**config.mk**
```make
export PLATFORM = sky130hd
export DESIGN_NAME = seq_divider_flat
export DESIGN_NICKNAME = d
export VERILOG_FILES = /design/src/rtl/div_pkg.sv /design/src/rtl/seq_divider_if.sv /design/src/rtl/div_sub_stage.sv /design/src/rtl/seq_divider.sv /design/src/flat_wrapper.sv
export SDC_FILE = /design/constraint.sdc
export NUM_CORES = 1
export LEC_CHECK = 0
export BUFFER_PORTS_ARGS = -buffer_cell sky130_fd_sc_hd__buf_2
export CAP_MARGIN = 20
export CORE_MARGIN = 3
export CORE_UTILIZATION = 45
export DETAILED_ROUTE_END_ITERATION = 12
export PLACE_DENSITY = 0.79
export SLEW_MARGIN = 5
export SYNTH_ARGS = -nofsm -noshare
export SYNTH_HDL_FRONTEND = slang
export SYNTH_SLANG_ARGS = --single-unit
```
**constraint.sdc**
```tcl
create_clock -name clk -period 2.9 [get_ports clk]
set_input_delay 0.435 -clock clk [delete_from_list [all_inputs] [get_ports clk]]
set_output_delay 0.435 -clock clk [all_outputs]
set_load 0.02 [all_outputs]
```
**src/rtl/div_pkg.sv**
```systemverilog
// Shared definitions for the sequential divider: FSM state encoding and
// default operand/tag widths.
package div_pkg;

  localparam int DIV_WIDTH = 32;
  localparam int DIV_TAG_W = 6;

  typedef enum logic [1:0] {
    IDLE = 2'd0,
    RUN  = 2'd1,
    DONE = 2'd2
  } div_state_e;

endpackage

```
**src/rtl/seq_divider_if.sv**
```systemverilog
// Request/result bundle between an issuing reservation station and the divider.
// Handshake: start is taken on a rising edge while ready=1; a result is held
// while out_valid=1 and is consumed on the rising edge where out_ack=1.
interface seq_divider_if #(
  parameter int WIDTH = div_pkg::DIV_WIDTH,
  parameter int TAG_W = div_pkg::DIV_TAG_W
);

  logic             start;
  logic [WIDTH-1:0] dividend;
  logic [WIDTH-1:0] divisor;
  logic [TAG_W-1:0] tag_in;
  logic             ready;
  logic             out_valid;
  logic             out_ack;
  logic [WIDTH-1:0] quotient;
  logic [WIDTH-1:0] remainder;
  logic [TAG_W-1:0] tag_out;
  logic             div_by_zero;

  modport master (
    output start, dividend, divisor, tag_in, out_ack,
    input  ready, out_valid, quotient, remainder, tag_out, div_by_zero
  );

  modport slave (
    input  start, dividend, divisor, tag_in, out_ack,
    output ready, out_valid, quotient, remainder, tag_out, div_by_zero
  );

endinterface

```
**src/rtl/div_sub_stage.sv**
```systemverilog
// One restoring-division step: shift in the next dividend bit, trial-subtract
// the divisor, and keep the difference only when it did not go negative.
module div_sub_stage #(
  parameter int WIDTH = 32
) (
  input  logic [WIDTH-1:0] rem_i,
  input  logic             bit_i,
  input  logic [WIDTH-1:0] divisor_i,
  output logic [WIDTH-1:0] rem_o,
  output logic             qbit_o
);

  logic [WIDTH:0] shifted;
  logic [WIDTH:0] diff;

  assign shifted = {rem_i, bit_i};
  assign diff    = shifted - {1'b0, divisor_i};
  // shifted < 2*divisor always holds, so a set MSB of diff means a borrow.
  assign qbit_o  = ~diff[WIDTH];
  assign rem_o   = qbit_o ? diff[WIDTH-1:0] : shifted[WIDTH-1:0];

endmodule

```
**src/rtl/seq_divider.sv**
```systemverilog
// Radix-2 restoring divider producing one quotient bit per cycle, with a
// tagged result held for common-data-bus broadcast until acknowledged.
module seq_divider
  import div_pkg::*;
#(
  parameter int WIDTH = DIV_WIDTH,
  parameter int TAG_W = DIV_TAG_W
) (
  input  logic                clk,
  input  logic                rst_n,
  seq_divider_if.slave        bus,
  output div_state_e          state_dbg_o
);

  localparam int CNT_W = $clog2(WIDTH + 1);

  div_state_e       state_q;
  logic [CNT_W-1:0] cnt_q;
  logic [WIDTH-1:0] rem_q;
  logic [WIDTH-1:0] work_q;
  logic [WIDTH-1:0] dvs_q;
  logic [TAG_W-1:0] tag_q;
  logic [WIDTH-1:0] quotient_q;
  logic [WIDTH-1:0] remainder_q;
  logic [TAG_W-1:0] tag_out_q;
  logic             dbz_q;

  logic [WIDTH-1:0] rem_d;
  logic             qbit_d;

  // work_q starts as the dividend; its MSB feeds each step while quotient
  // bits shift in from the bottom.
  div_sub_stage #(.WIDTH(WIDTH)) u_stage (
    .rem_i     (rem_q),
    .bit_i     (work_q[WIDTH-1]),
    .divisor_i (dvs_q),
    .rem_o     (rem_d),
    .qbit_o    (qbit_d)
  );

  always_ff @(posedge clk or negedge rst_n) begin
    if (!rst_n) begin
      state_q     <= IDLE;
      cnt_q       <= '0;
      rem_q       <= '0;
      work_q      <= '0;
      dvs_q       <= '0;
      tag_q       <= '0;
      quotient_q  <= '0;
      remainder_q <= '0;
      tag_out_q   <= '0;
      dbz_q       <= 1'b0;
    end else begin
      case (state_q)
        IDLE: begin
          if (bus.start) begin
            dvs_q  <= bus.divisor;
            work_q <= bus.dividend;
            rem_q  <= '0;
            tag_q  <= bus.tag_in;
            if (bus.divisor == '0) begin
              quotient_q  <= '1;
              remainder_q <= bus.dividend;
              tag_out_q   <= bus.tag_in;
              dbz_q       <= 1'b1;
              state_q     <= DONE;
            end else begin
              cnt_q   <= CNT_W'(WIDTH);
              state_q <= RUN;
            end
          end
        end
        RUN: begin
          rem_q  <= rem_d;
          work_q <= {work_q[WIDTH-2:0], qbit_d};
          cnt_q  <= cnt_q - CNT_W'(1);
          // Final step lands straight in the result registers so the
          // visible outputs never show partial values.
          if (cnt_q == CNT_W'(1)) begin
            quotient_q  <= {work_q[WIDTH-2:0], qbit_d};
            remainder_q <= rem_d;
            tag_out_q   <= tag_q;
            dbz_q       <= 1'b0;
            state_q     <= DONE;
          end
        end
        DONE: begin
          if (bus.out_ack) begin
            state_q <= IDLE;
          end
        end
        default: state_q <= IDLE;
      endcase
    end
  end

  assign bus.ready       = (state_q == IDLE);
  assign bus.out_valid   = (state_q == DONE);
  assign bus.quotient    = quotient_q;
  assign bus.remainder   = remainder_q;
  assign bus.tag_out     = tag_out_q;
  assign bus.div_by_zero = dbz_q;
  assign state_dbg_o     = state_q;

endmodule

```
**src/flat_wrapper.sv**
```systemverilog
// flat-port wrapper written by rule: the top's interface ports become plain ports
module seq_divider_flat import div_pkg::*;
#(
  parameter int WIDTH = DIV_WIDTH,
  parameter int TAG_W = DIV_TAG_W
)
  (clk, rst_n, state_dbg_o, bus_start, bus_dividend, bus_divisor, bus_tag_in, bus_out_ack, bus_ready, bus_out_valid, bus_quotient, bus_remainder, bus_tag_out, bus_div_by_zero);
  seq_divider_if #(.WIDTH(WIDTH), .TAG_W(TAG_W)) bus_i ();
  input  logic clk;
  input  logic rst_n;
  output div_state_e state_dbg_o;
  input wire logic [$bits(bus_i.start)-1:0] bus_start;
  input wire logic [$bits(bus_i.dividend)-1:0] bus_dividend;
  input wire logic [$bits(bus_i.divisor)-1:0] bus_divisor;
  input wire logic [$bits(bus_i.tag_in)-1:0] bus_tag_in;
  input wire logic [$bits(bus_i.out_ack)-1:0] bus_out_ack;
  output wire logic [$bits(bus_i.ready)-1:0] bus_ready;
  output wire logic [$bits(bus_i.out_valid)-1:0] bus_out_valid;
  output wire logic [$bits(bus_i.quotient)-1:0] bus_quotient;
  output wire logic [$bits(bus_i.remainder)-1:0] bus_remainder;
  output wire logic [$bits(bus_i.tag_out)-1:0] bus_tag_out;
  output wire logic [$bits(bus_i.div_by_zero)-1:0] bus_div_by_zero;
  assign bus_i.start = bus_start;
  assign bus_i.dividend = bus_dividend;
  assign bus_i.divisor = bus_divisor;
  assign bus_i.tag_in = bus_tag_in;
  assign bus_i.out_ack = bus_out_ack;
  assign bus_ready = bus_i.ready;
  assign bus_out_valid = bus_i.out_valid;
  assign bus_quotient = bus_i.quotient;
  assign bus_remainder = bus_i.remainder;
  assign bus_tag_out = bus_i.tag_out;
  assign bus_div_by_zero = bus_i.div_by_zero;
  seq_divider #(.WIDTH(WIDTH), .TAG_W(TAG_W)) u_core (.clk(clk), .rst_n(rst_n), .bus(bus_i), .state_dbg_o(state_dbg_o));
endmodule
```
==> metrics <==
fin util=0.586; initial antenna violation count=0; area delta synth->final=26.3%; CP cell instances=inv_1 -> ha_2 -> inv_2 -> fa_2 -> a211oi_2 -> o211ai_2 -> a31oi_4 -> a31oi_4 -> mux2i_2 -> buf_4 -> a211oi_1 -> a31oi_1 -> nand2_1; worst path arrival time=roughly 3300 ps; drc violations=0; Chip Width=~150 µm; vias in the first global route=~9100; setup violators final=18; crit end category=register; CTS HTree Levels=4; fin crit share=1.03; Mapped Avg Cell Area=8.82 µm²; IO Pins=~150; ys flop type=dfrtp_1; CTS tree=built; largest net degree at the start of global routing=96; Period minus WS final=2980 ps; Final #Nets=1421; final setup TNS=-488 ps; ratio of cells with drive above 1 in the final layout=0.275; vias=around 9000; min setup slack post-route=-83.8 ps; gpl congestion=slightly above 0.9; status=finished, violations left; Critical Path Source Type=register; CTS Buf Count=17; Seq/Total Area, Yosys=0.459; most frequent cells after synthesis=183 x nand2_1, 181 x dfrtp_1, 120 x nor2_1; remaining global-route overflow=0; Core Area=~21000 µm²; Filler Cell Count=about 1800; Max Fclk=0.335 GHz; count leader, synth=nand2_1; global-route wire length before repair=around 46 mm; Worst Max-Slew Pin Slew=about 750 ps; flop-to-flop setup slack=-80 ps; Tot GR Track Use=0.241; diode count=0; Max Cap Violations=0; CTS Hold Buffers Added=0; Crit path buffers/inverters=3; violations in the final reports=setup timing; Clock Pin Slew Worst Setup and Hold Paths=80 ps; CTS max path bufs=2; Post-Place Cells=between 1500 and 2000; IR drop worst, VDD=roughly 0.00083 V; leak pwr=between 5 and 6 nW; Reg2Reg Capture Point=u_core.rem_q[10]; Top cell by count, worst path=a31oi_4; Hold/Removal Path Class=in -> async; Synth area leaders=dfrtp_1 46%, nand2_1 7.0%, a21oi_1 5.4%, nor2_1 4.6%, ha_1 4.3%; Synth top area share=0.459; Die H=~150 µm; post-DR vias/cell=between 5 and 6; Multi-input gate area=5200 µm²; largest delay contributor family on the critical path=compound AO/OA/AOI/OAI gates; YS warnings=0; RSZ-0062 raised after global routing=true; Syn Std Cell Area=a little under 10000 µm²; Post-synth EDFFs=0; HPWL after detailed placement=between 20 and 25 mm; I/O Buffers=around 150; Starting DRT DRC Count=a little under 700; Final Hold Violating Endpoints=0; Crit Path Category=reg -> reg; Die ar.=23700 µm²; Crit path required time=3200 ps; dominant cell type by area after synthesis=dfrtp_1; CP Max Fanout=5; Rows=53; root buffer cell=clkbuf_16; Non-Filler Instances=1600; Design Area, Final=between 10000 and 15000 µm²; FF-to-FF path depth=13; Skew-Pair Late Insertion Delay=440 ps; Yosys reg bits=~180; Initial Util=0.464; FFs w/ async S/R, synth=1.00; synth unique cells=around 70; DRT Pass-1 Iters=5; Slew Limit Fails=0; WL per Instance=about 18 µm; clk sinks=roughly 180; CP Depth=13; Worst slew margin=0.498; cell count after synthesis=approximately 1100; PD cells=between 1500 and 2000 nW/µm²; R2R Path Start=u_core.work_q[31]; Syn Nets=around 1200; Routed Wire Length=between 20 and 30 mm; FF/Latch Area=around 4500 µm²; Placed Area=about 11000 µm²; Final Skew=around 14 ps; Max stage delay on crit path=390 ps; Max stage delay cell, worst path=dfrtp_1; antenna-violating nets left=0
-- repair_timing --
| item | 4_1_cts | 5_1_grt |
|---|---|---|
| setup buffers | 3 | 3 |
| gates resized for setup | 47 | 36 |
| cloned | 1 | 0 |
| pin swaps | 26 | 13 |
| setup endpoints to repair | 50 | 66 |
-- layer usage --
layer	wire, µm	share of wire	GRT usage
met1	12100	0.42	0.311
met2	14700	0.51	0.411
met3	1340	0.046	0.0352
met4	922	0.032	0.0904
met5	0	0	0
-- registers in the layout, indices dropped and copies added, names as in the netlist --
signal	count
u_core.bus.quotient	32
u_core.bus.remainder	32
u_core.dvs_q	32
u_core.rem_q	32
u_core.work_q	32
u_core.bus.tag_out	6
u_core.cnt_q	6
u_core.tag_q	6
u_core.state_dbg_o	2
u_core.bus.div_by_zero	1
-- layout make-up --
cell class                 instances  area share
multi-input combinational        823       0.417
sequential                       181       0.363
timing repair buffer             240       0.128
clock buffer                      17      0.0341
tap                              275      0.0276
inverter                          49      0.0148
clock inverter                    15      0.0146
-- cells in the final DEF, fill, tap and decap left out, drive strengths merged, types with 6 or more instances in the layout --
master	instances
buf	240
nand2	184
dfrtp	181
nor2	121
a21oi	108
o21ai	70
inv	58
a21o	45
nand3	44
ha	34
a31oi	31
nor3	19
clkbuf	17
xnor2	16
a41oi	15
a211oi	12
nor4	11
xor2	10
nand4	9
mux2	9
and3	8
o22a	7
o31ai	6
-- power by group --
part,internal (mW),switching (mW)
clock network,1.24,1.16
registers,3.68,0.767
logic,4.84,7.10
total,9.76,9.02
-- through the flow --
stage / total power [mW] / setup WS (ps) / hold WS [ps]
2_1_floorplan: 11.6 / 30.4 / 139
3_3_place_gp: 14.9 / -54.2 / 485
3_5_place_dp: 15.1 / -152 / 486
4_1_cts: 18.2 / -37.2 / 70.5
5_1_grt: 20.1 / -194 / 96.1
6_report: 18.8 / -83.8 / 43.2
-- worst max path at each step --
stage               slack [ps]                  endpoint              start
detailed placement        -150           u_core.rem_q[9]    u_core.rem_q[9]
global placement           -50   u_core.bus.remainder[2]  u_core.work_q[31]
floorplan                   30          u_core.work_q[0]  u_core.work_q[31]
CTS                        -40  u_core.bus.remainder[29]  u_core.work_q[31]
global route              -190  u_core.bus.remainder[24]  u_core.work_q[31]
finish                     -80          u_core.rem_q[10]  u_core.work_q[31]
-- cell families after synthesis --
kind of cell    after synthesis  synth area share
xor+xnor                     26            0.0231
fa+ha+maj                    35            0.0451
buf+inv                     115            0.0568
mux                          14            0.0161
compound gates              335             0.222
flops                       181             0.459
simple gates                413             0.178
Power figures use the tool's default switching activity.
